--- src/rtl/proc_pkg.sv ---
// Shared constants for the processor control unit: opcodes, T-state encoding, IR layout.
// Optional mvnz opcode is enabled in proc_ctrl by defining PROC_CTRL_MVNZ_EN.
package proc_pkg;

    localparam int IW_DEFAULT   = 9;
    localparam int NREG_DEFAULT = 8;

    localparam logic [2:0] OP_MV   = 3'b000;
    localparam logic [2:0] OP_MVI  = 3'b001;
    localparam logic [2:0] OP_ADD  = 3'b010;
    localparam logic [2:0] OP_SUB  = 3'b011;
    localparam logic [2:0] OP_MVNZ = 3'b100;

    typedef enum logic [1:0] {
        T0 = 2'd0,
        T1 = 2'd1,
        T2 = 2'd2,
        T3 = 2'd3
    } state_t;

    // III_XXX_YYY instruction word
    typedef struct packed {
        logic [2:0] op;
        logic [2:0] rx;
        logic [2:0] ry;
    } ir_t;

endpackage

--- src/rtl/dec3to8.sv ---
// Purpose: 3-to-8 one-hot decoder with enable; all-zero output when disabled.
// Latency: combinational, zero cycles.
// Backpressure: none; pure decode.
module dec3to8 (
    input  logic [2:0] w,
    input  logic       en,
    output logic [7:0] y
);

    always_comb begin
        y = '0;
        if (en) begin
            y[w] = 1'b1;
        end
    end

endmodule

--- src/rtl/proc_ctrl.sv ---
// Purpose: processor control unit; holds IR and sequences T0..T3, driving register enables and bus selects.
// Latency: mv/mvi/nop done 2 cycles after T0 (inclusive), add/sub 4; Run sampled only in T0.
// Backpressure: none; Run is ignored while an instruction is in flight. Optional mvnz: PROC_CTRL_MVNZ_EN.
module proc_ctrl
    import proc_pkg::*;
#(
    parameter int IW   = IW_DEFAULT,
    parameter int NREG = NREG_DEFAULT
) (
    input  logic            Clock,
    input  logic            Reset,
    input  logic [IW-1:0]   DIN,
    input  logic            Run,
    input  logic            GNZ,
    output logic            IRin,
    output logic [NREG-1:0] Rin,
    output logic [NREG-1:0] Rout,
    output logic            Ain,
    output logic            Gin,
    output logic            Gout,
    output logic            DINout,
    output logic            AddSub,
    output logic            Done
);

    state_t state, next_state;
    ir_t    ir;

    logic       rin_x, rout_x, rout_y;
    logic [7:0] x_oh, y_oh;

    always_ff @(posedge Clock) begin
        if (Reset) begin
            state <= T0;
            ir    <= '0;
        end else begin
            state <= next_state;
            if (IRin) begin
                ir <= DIN;
            end
        end
    end

    // Everything is held low during reset so no datapath register can be written.
    always_comb begin
        next_state = state;
        IRin       = 1'b0;
        rin_x      = 1'b0;
        rout_x     = 1'b0;
        rout_y     = 1'b0;
        Ain        = 1'b0;
        Gin        = 1'b0;
        Gout       = 1'b0;
        DINout     = 1'b0;
        AddSub     = 1'b0;
        Done       = 1'b0;
        if (Reset) begin
            next_state = T0;
        end else begin
            case (state)
                T0: begin
                    IRin       = Run;
                    next_state = Run ? T1 : T0;
                end
                T1: begin
                    next_state = T0;
                    case (ir.op)
                        OP_MV: begin
                            rout_y = 1'b1;
                            rin_x  = 1'b1;
                            Done   = 1'b1;
                        end
                        OP_MVI: begin
                            DINout = 1'b1;
                            rin_x  = 1'b1;
                            Done   = 1'b1;
                        end
                        OP_ADD, OP_SUB: begin
                            rout_x     = 1'b1;
                            Ain        = 1'b1;
                            next_state = T2;
                        end
`ifdef PROC_CTRL_MVNZ_EN
                        OP_MVNZ: begin
                            rout_y = 1'b1;
                            rin_x  = GNZ;
                            Done   = 1'b1;
                        end
`endif
                        default: begin
                            Done = 1'b1;
                        end
                    endcase
                end
                T2: begin
                    rout_y     = 1'b1;
                    Gin        = 1'b1;
                    AddSub     = (ir.op == OP_SUB);
                    next_state = T3;
                end
                T3: begin
                    Gout       = 1'b1;
                    rin_x      = 1'b1;
                    Done       = 1'b1;
                    next_state = T0;
                end
                default: begin
                    next_state = T0;
                end
            endcase
        end
    end

`ifndef PROC_CTRL_MVNZ_EN
    logic unused_gnz;
    assign unused_gnz = GNZ;
`endif

    dec3to8 u_dec_x (
        .w  (ir.rx),
        .en (rin_x | rout_x),
        .y  (x_oh)
    );

    dec3to8 u_dec_y (
        .w  (ir.ry),
        .en (rout_y),
        .y  (y_oh)
    );

    assign Rin  = rin_x  ? x_oh : '0;
    assign Rout = (rout_x ? x_oh : '0) | y_oh;

endmodule
--- config.mk ---
export PLATFORM = sky130hd
export DESIGN_NAME = proc_ctrl
export DESIGN_NICKNAME = d
export VERILOG_FILES = /design/src/rtl/proc_pkg.sv /design/src/rtl/dec3to8.sv /design/src/rtl/proc_ctrl.sv
export SDC_FILE = /design/constraint.sdc
export NUM_CORES = 1
export LEC_CHECK = 0
export BUFFER_PORTS_ARGS = -buffer_cell sky130_fd_sc_hd__buf_2
export CAP_MARGIN = 20
export CORE_MARGIN = 2
export CORE_UTILIZATION = 25
export DETAILED_ROUTE_END_ITERATION = 8
export SLEW_MARGIN = 40
export SYNTH_ARGS = -nofsm -noshare
export SYNTH_HDL_FRONTEND = slang
export SYNTH_SLANG_ARGS = --single-unit
--- constraint.sdc ---
create_clock -name Clock -period 3.9 [get_ports Clock]
set_clock_uncertainty 0.1 [all_clocks]
set_input_delay 0.78 -clock Clock [delete_from_list [all_inputs] [get_ports Clock]]
set_output_delay 0.78 -clock Clock [all_outputs]
set_load 0.005 [all_outputs]
### Word-level counts from Yosys, hierarchy flattened

Cells that the tools add are included.

| word-level totals | value |
|---|---|
| register bits | 11 |
| input port bits | 13 |
| output and inout bits | 23 |
| logic and storage cells | 56 |

| cells by class | value |
|---|---|
| order comparisons | 4 |
| equal/unequal tests | 6 |
| muxes and demuxes | 34 |
| bitwise gates (word level) | 2 |
| reduce and logical (&&, ||, !) cells | 6 |

Operators by type and width:

| cell | count |
|---|---|
| 8-bit 2-to-1 mux | 4 |
| 1-bit 2-to-1 mux | 23 |
| 3-bit by 4-bit less-than comparator with 1-bit output, second input constant | 2 |
| 8-bit OR | 1 |
| 2-bit one-hot mux with 4 select lines | 1 |
| 1-bit demux with 3-bit select | 2 |
| 3-bit by 2-bit equality test with 1-bit output, second input constant | 2 |
| 3-bit by 1-bit greater-or-equal comparator with 1-bit output, second input constant | 2 |
| 1-bit one-hot mux with 2 select lines | 3 |
| 2-bit equality test, second input constant | 2 |
| 2-bit OR reduction | 2 |
| 3-bit by 1-bit equality test with 1-bit output, second input constant | 1 |
| 3-bit zero test | 1 |
| 2-bit by 1-bit equality test with 1-bit output, second input constant | 1 |
| 1-bit logical AND | 2 |
| 2-bit zero test | 1 |
| 2-bit 2-to-1 mux | 1 |
| 1-bit OR | 1 |

### Longest topological paths before layout

| logic depth | value |
|---|---|
| depth after elaboration | 9 |
| mapped depth | 6 |
| mapped depth without buffers | 5 |

### Modules after synthesis

From an unflattened synthesis, not the netlist that was laid out.

| second synthesis, totals | value |
|---|---|
| cells, all modules | 103 |
| area total of the unflattened synthesis | 888.4 µm² |

By module, submodules not included:

| module | instances | cells each | area an instance (µm²) | seq. area each (µm²) |
|---|---|---|---|---|
| proc_ctrl | 1 | 87 | 696.9 | 220.2 |
| dec3to8 (u_dec_x) | 1 | 8 | 96.3 | 0.0 |
| dec3to8 (u_dec_y) | 1 | 8 | 95.1 | 0.0 |

### Least setup slack after synthesis

No wires, ideal clock.

| timing path | value |
|---|---|
| path kind | input-to-output |
| start | input port Reset |
| end | output port Rout[0] |
| data arrival time | 1.594 ns |
| required time | 3.020 ns |
| path slack | 1.426 ns |
| cell stages on the path | 3 |
| path buffers | 0 |
| cell sequence | or4b_1 -> or2_0 -> o22ai_2 |

| between the ends | value |
|---|---|
| word-level cells in the longest chain between the ends | 5 |
| elaborated cells on any way between the ends | 8 |
| those cells by class | 6 x mux; 2 x bitwise |

RTL lines:

| element | line | source |
|---|---|---|
| from (decl) | proc_ctrl.sv:11 | `input logic Reset,` |
| 1-bit 2-to-1 mux | proc_ctrl.sv:57 | `if (Reset) begin` |
| 1-bit OR | proc_ctrl.sv:121 | `.en (rin_x \| rout_x),` |
| 8-bit 2-to-1 mux | dec3to8.sv:12 | `if (en) begin` |
| 8-bit 2-to-1 mux | proc_ctrl.sv:132 | `assign Rout = (rout_x ? x_oh : '0) \| y_oh;` |
| 8-bit OR (*) | proc_ctrl.sv:132 |  |
| to (decl) | proc_ctrl.sv:17 | `output logic [NREG-1:0] Rout,` |

Mark *: on every way between the ends. The rest lies on a longest branch, timed or not.

### Final worst setup path

Ends and elaborated chain as after synthesis.

==> results by group <==
Layout
  • Count of filler cells inserted in the layout: 322
  • Commonest cells after routing, fill and taps aside: 34 x sky130_fd_sc_hd__buf_2, 23 x sky130_fd_sc_hd__nand2_1, 12 x sky130_fd_sc_hd__a21oi_1
  • Antenna Cells: 0
  • Multi-input combinational cell area: 477 um^2
  • Post-layout nets: 152
  • Leading cell type in the layout, fill and taps excluded: sky130_fd_sc_hd__buf_2
  • Layout cell share with drive strength beyond 1: 0.299
  • Area taken by flip-flops and latches: 220 um^2
  • Area delta synth->final: 30.2%

Floorplan
  • Area of the placeable core: 0.00276 mm^2
  • Number of top-level pins: 36
  • Starting Density: 0.263
  • Die Footprint: 0.00334 mm^2
  • Std-Cell Rows: 19
  • Die width: 57.8 um
  • Die Height: 57.8 um

Setup path
  • Critical path launch point type: input port
  • Required time at the worst-slack endpoint: 3020 ps
  • Data arrival, critical path: 1990 ps
  • Setup crit end kind: primary output
  • CP max FO: 20
  • Critical path type: in -> out

Synth
  • Post-synthesis compound-gate area fraction: 0.188
  • Net count of the mapped netlist: 117
  • Number of enable flip-flop cells after synthesis: 0
  • Number of instances in the synthesized netlist: 100
  • Number of unique standard cell types used by synthesis: 28
  • Combinational family with the most area after synthesis: simple AND/OR/NAND/NOR gates
  • Dominant register cell in the synthesized netlist: sky130_fd_sc_hd__dfxtp_1
  • Register bit total from synthesis: 11
  • Mux cell area share after synthesis: 0
  • Simple-gate area share of the yosys netlist: 0.401
  • Cell area after synthesis: 724 um^2
  • Async set or reset register ratio after synthesis: 0
  • Average size of a mapped cell: 7.24 um^2
  • Adder-cell area share of the yosys netlist: 0.0691
  • Proportion of synthesized chip area in sequential cells: 0.304
  • Post-synthesis xor/xnor area fraction: 0
  • Count of warnings emitted by yosys: 0

CTS
  • Number of post-CTS setup repair buffers: 0
  • Clock insertion delay at the later pin of the skew report: 270 ps
  • CTS buffer count: 3
  • Clock Tree Buf Depth: 2
  • H-Tree Level Count: 1
  • Root buffer cell: sky130_fd_sc_hd__clkbuf_4
  • # clock sinks: 11
  • Post-cts repair resize count: 0
  • Clk pin slew, worst setup/hold paths: 60 ps
  • Number of buffers inserted for hold repair after clock tree synthesis: 0
  • TritonCTS clock tree: yes

Power and ir drop
  • Proportion of total power due to net switching: 0.282
  • Worst vdd rail ir drop: 0.188 mV
  • Internal cell power: 0.175 mW
  • Clock network fraction of total power: 0.314
  • Share of power burned in combinational logic: 0.167
  • Reported leakage power: 0.424 nW
  • Sequential fraction of design power: 0.519
  • Switching power of the nets: 0.0688 mW
  • Total power draw: 0.244 mW
  • Power per cell area: 259 mW/mm^2

Min path
  • Hold Crit Class: reg -> reg

Timing
  • Setup repair after global routing missed its margin: no
  • Headroom to the max-slew limit: 0.624
  • Final hold violations: 0
  • Setup TNS after final layout: 0 ps
  • Ratio of final minimum period to clock period: 0.737
  • Worst Max-Slew Pin Slew: 563 ps
  • FMAX: 348 MHz
  • Shortest period the worst path allows: 2870 ps
  • Worst setup slack after layout: 1030 ps
  • Total setup violations reported at the end of the flow: 0
  • Number of max-slew violations in the final report: 0

GRT
  • GRT Overall Usage: 0.123
  • First-pass GRT wire length: 3310 um
  • Number of antenna violations at the first check in global routing: 0
  • Global-route congestion overflow total: 0
  • Via count of the first global-routing pass: 738
  • Largest net degree at the start of global routing: 21

Place
  • HPWL after detailed placement: 1570 um
  • Routability cong.: 0.770
  • Setup WS pre-CTS: 1020 ps
  • Port bufs: 34

Routing
  • Pre-antenna DRT Iters: 4
  • Total Wirelength: 1970 um
  • Antenna viol nets, final: 0
  • Detail-routed net length per standard cell: 11.9 um
  • Avg Vias per Cell: 4.94
  • DRC viols: 0
  • First DRT Iteration DRCs: 22
  • Via count of the routed design: 815

Status
  • Result of the run: complete, no violations

Flow run
  • Maxcap violations: 0
power groups by stage:
stage / clock [mW] / combinational (mW) / sequential (mW)
floorplan: 0 / 0.0285 / 0.127
global placement: 0 / 0.0394 / 0.129
detailed placement: 0 / 0.0407 / 0.129
CTS: 0.0794 / 0.0409 / 0.127
global route: 0.0840 / 0.0467 / 0.128
finish: 0.0766 / 0.0408 / 0.127
layout make-up:
cell class                 count  area share
timing repair buffer          34       0.180
multi-input combinational     82       0.505
clock buffer                   4      0.0279
sequential                    11       0.233
inverter                       3      0.0119
tap                           31      0.0411
sequential cells by signal, summed over array words and instances, names as in the netlist, named ones only:
name / cells
ir: 9
state: 1
worst max-delay path, stage by stage:
cell	delay, ps
sky130_fd_sc_hd__buf_2	210
sky130_fd_sc_hd__or4b_1	520
sky130_fd_sc_hd__or2_0	230
sky130_fd_sc_hd__o22ai_2	120
sky130_fd_sc_hd__buf_2	130
through the flow:
step                      instance area, um^2  instances  utilization  hold WS [ps]
after CTS                                 943        165        0.342           399
after detailed placement                  917        161        0.333           390
final                                     943        165        0.342           398
after global routing                      943        165        0.342           430
after floorplan                           724        100            -           354
after global placement                    917        161        0.333           380
synth_stat cells (all sizes together) (2+ instances only):
cell	instances	area, um^2
a21oi	12	60.1
buf	2	8.75
clkbuf	2	7.51
dfxtp	11	220
ha	4	50.1
inv	3	11.3
nand2	23	86.3
nand2b	4	25.0
nand3	2	10.0
nand3b	2	15.0
nor2	4	15.0
nor2b	4	25.0
nor3	8	40.0
o22ai	5	37.5
o32ai	3	26.3
or2	2	12.5
per-layer routing:
metal,GRT usage,vias up,part of all wire
met2,0.188,33,0.44
li1,-,424,-
met4,0.0399,0,0.0096
met5,0,-,0
met3,0.0201,2,0.068
met1,0.176,356,0.48
kinds of logic (layout without fill, tap and decap cells):
kind of cell    Yosys count  after routing
simple gates             56             56
compound gates           22             22
flops                    11             11
buf+inv                   7             41
fa+ha+maj                 4              4
final timing paths:
path | start | to | slack, ps | cells after the start
setup / recovery | Reset | Rout[0] | 1030 | 5
hold / removal | ir[3] | ir[3] | 400 | 2
setup reg to reg | state[0] | ir[5] | 2470 | 5
hold reg to reg | ir[3] | ir[3] | 400 | 2
No activity file was read; power rests on OpenSTA's default activity.
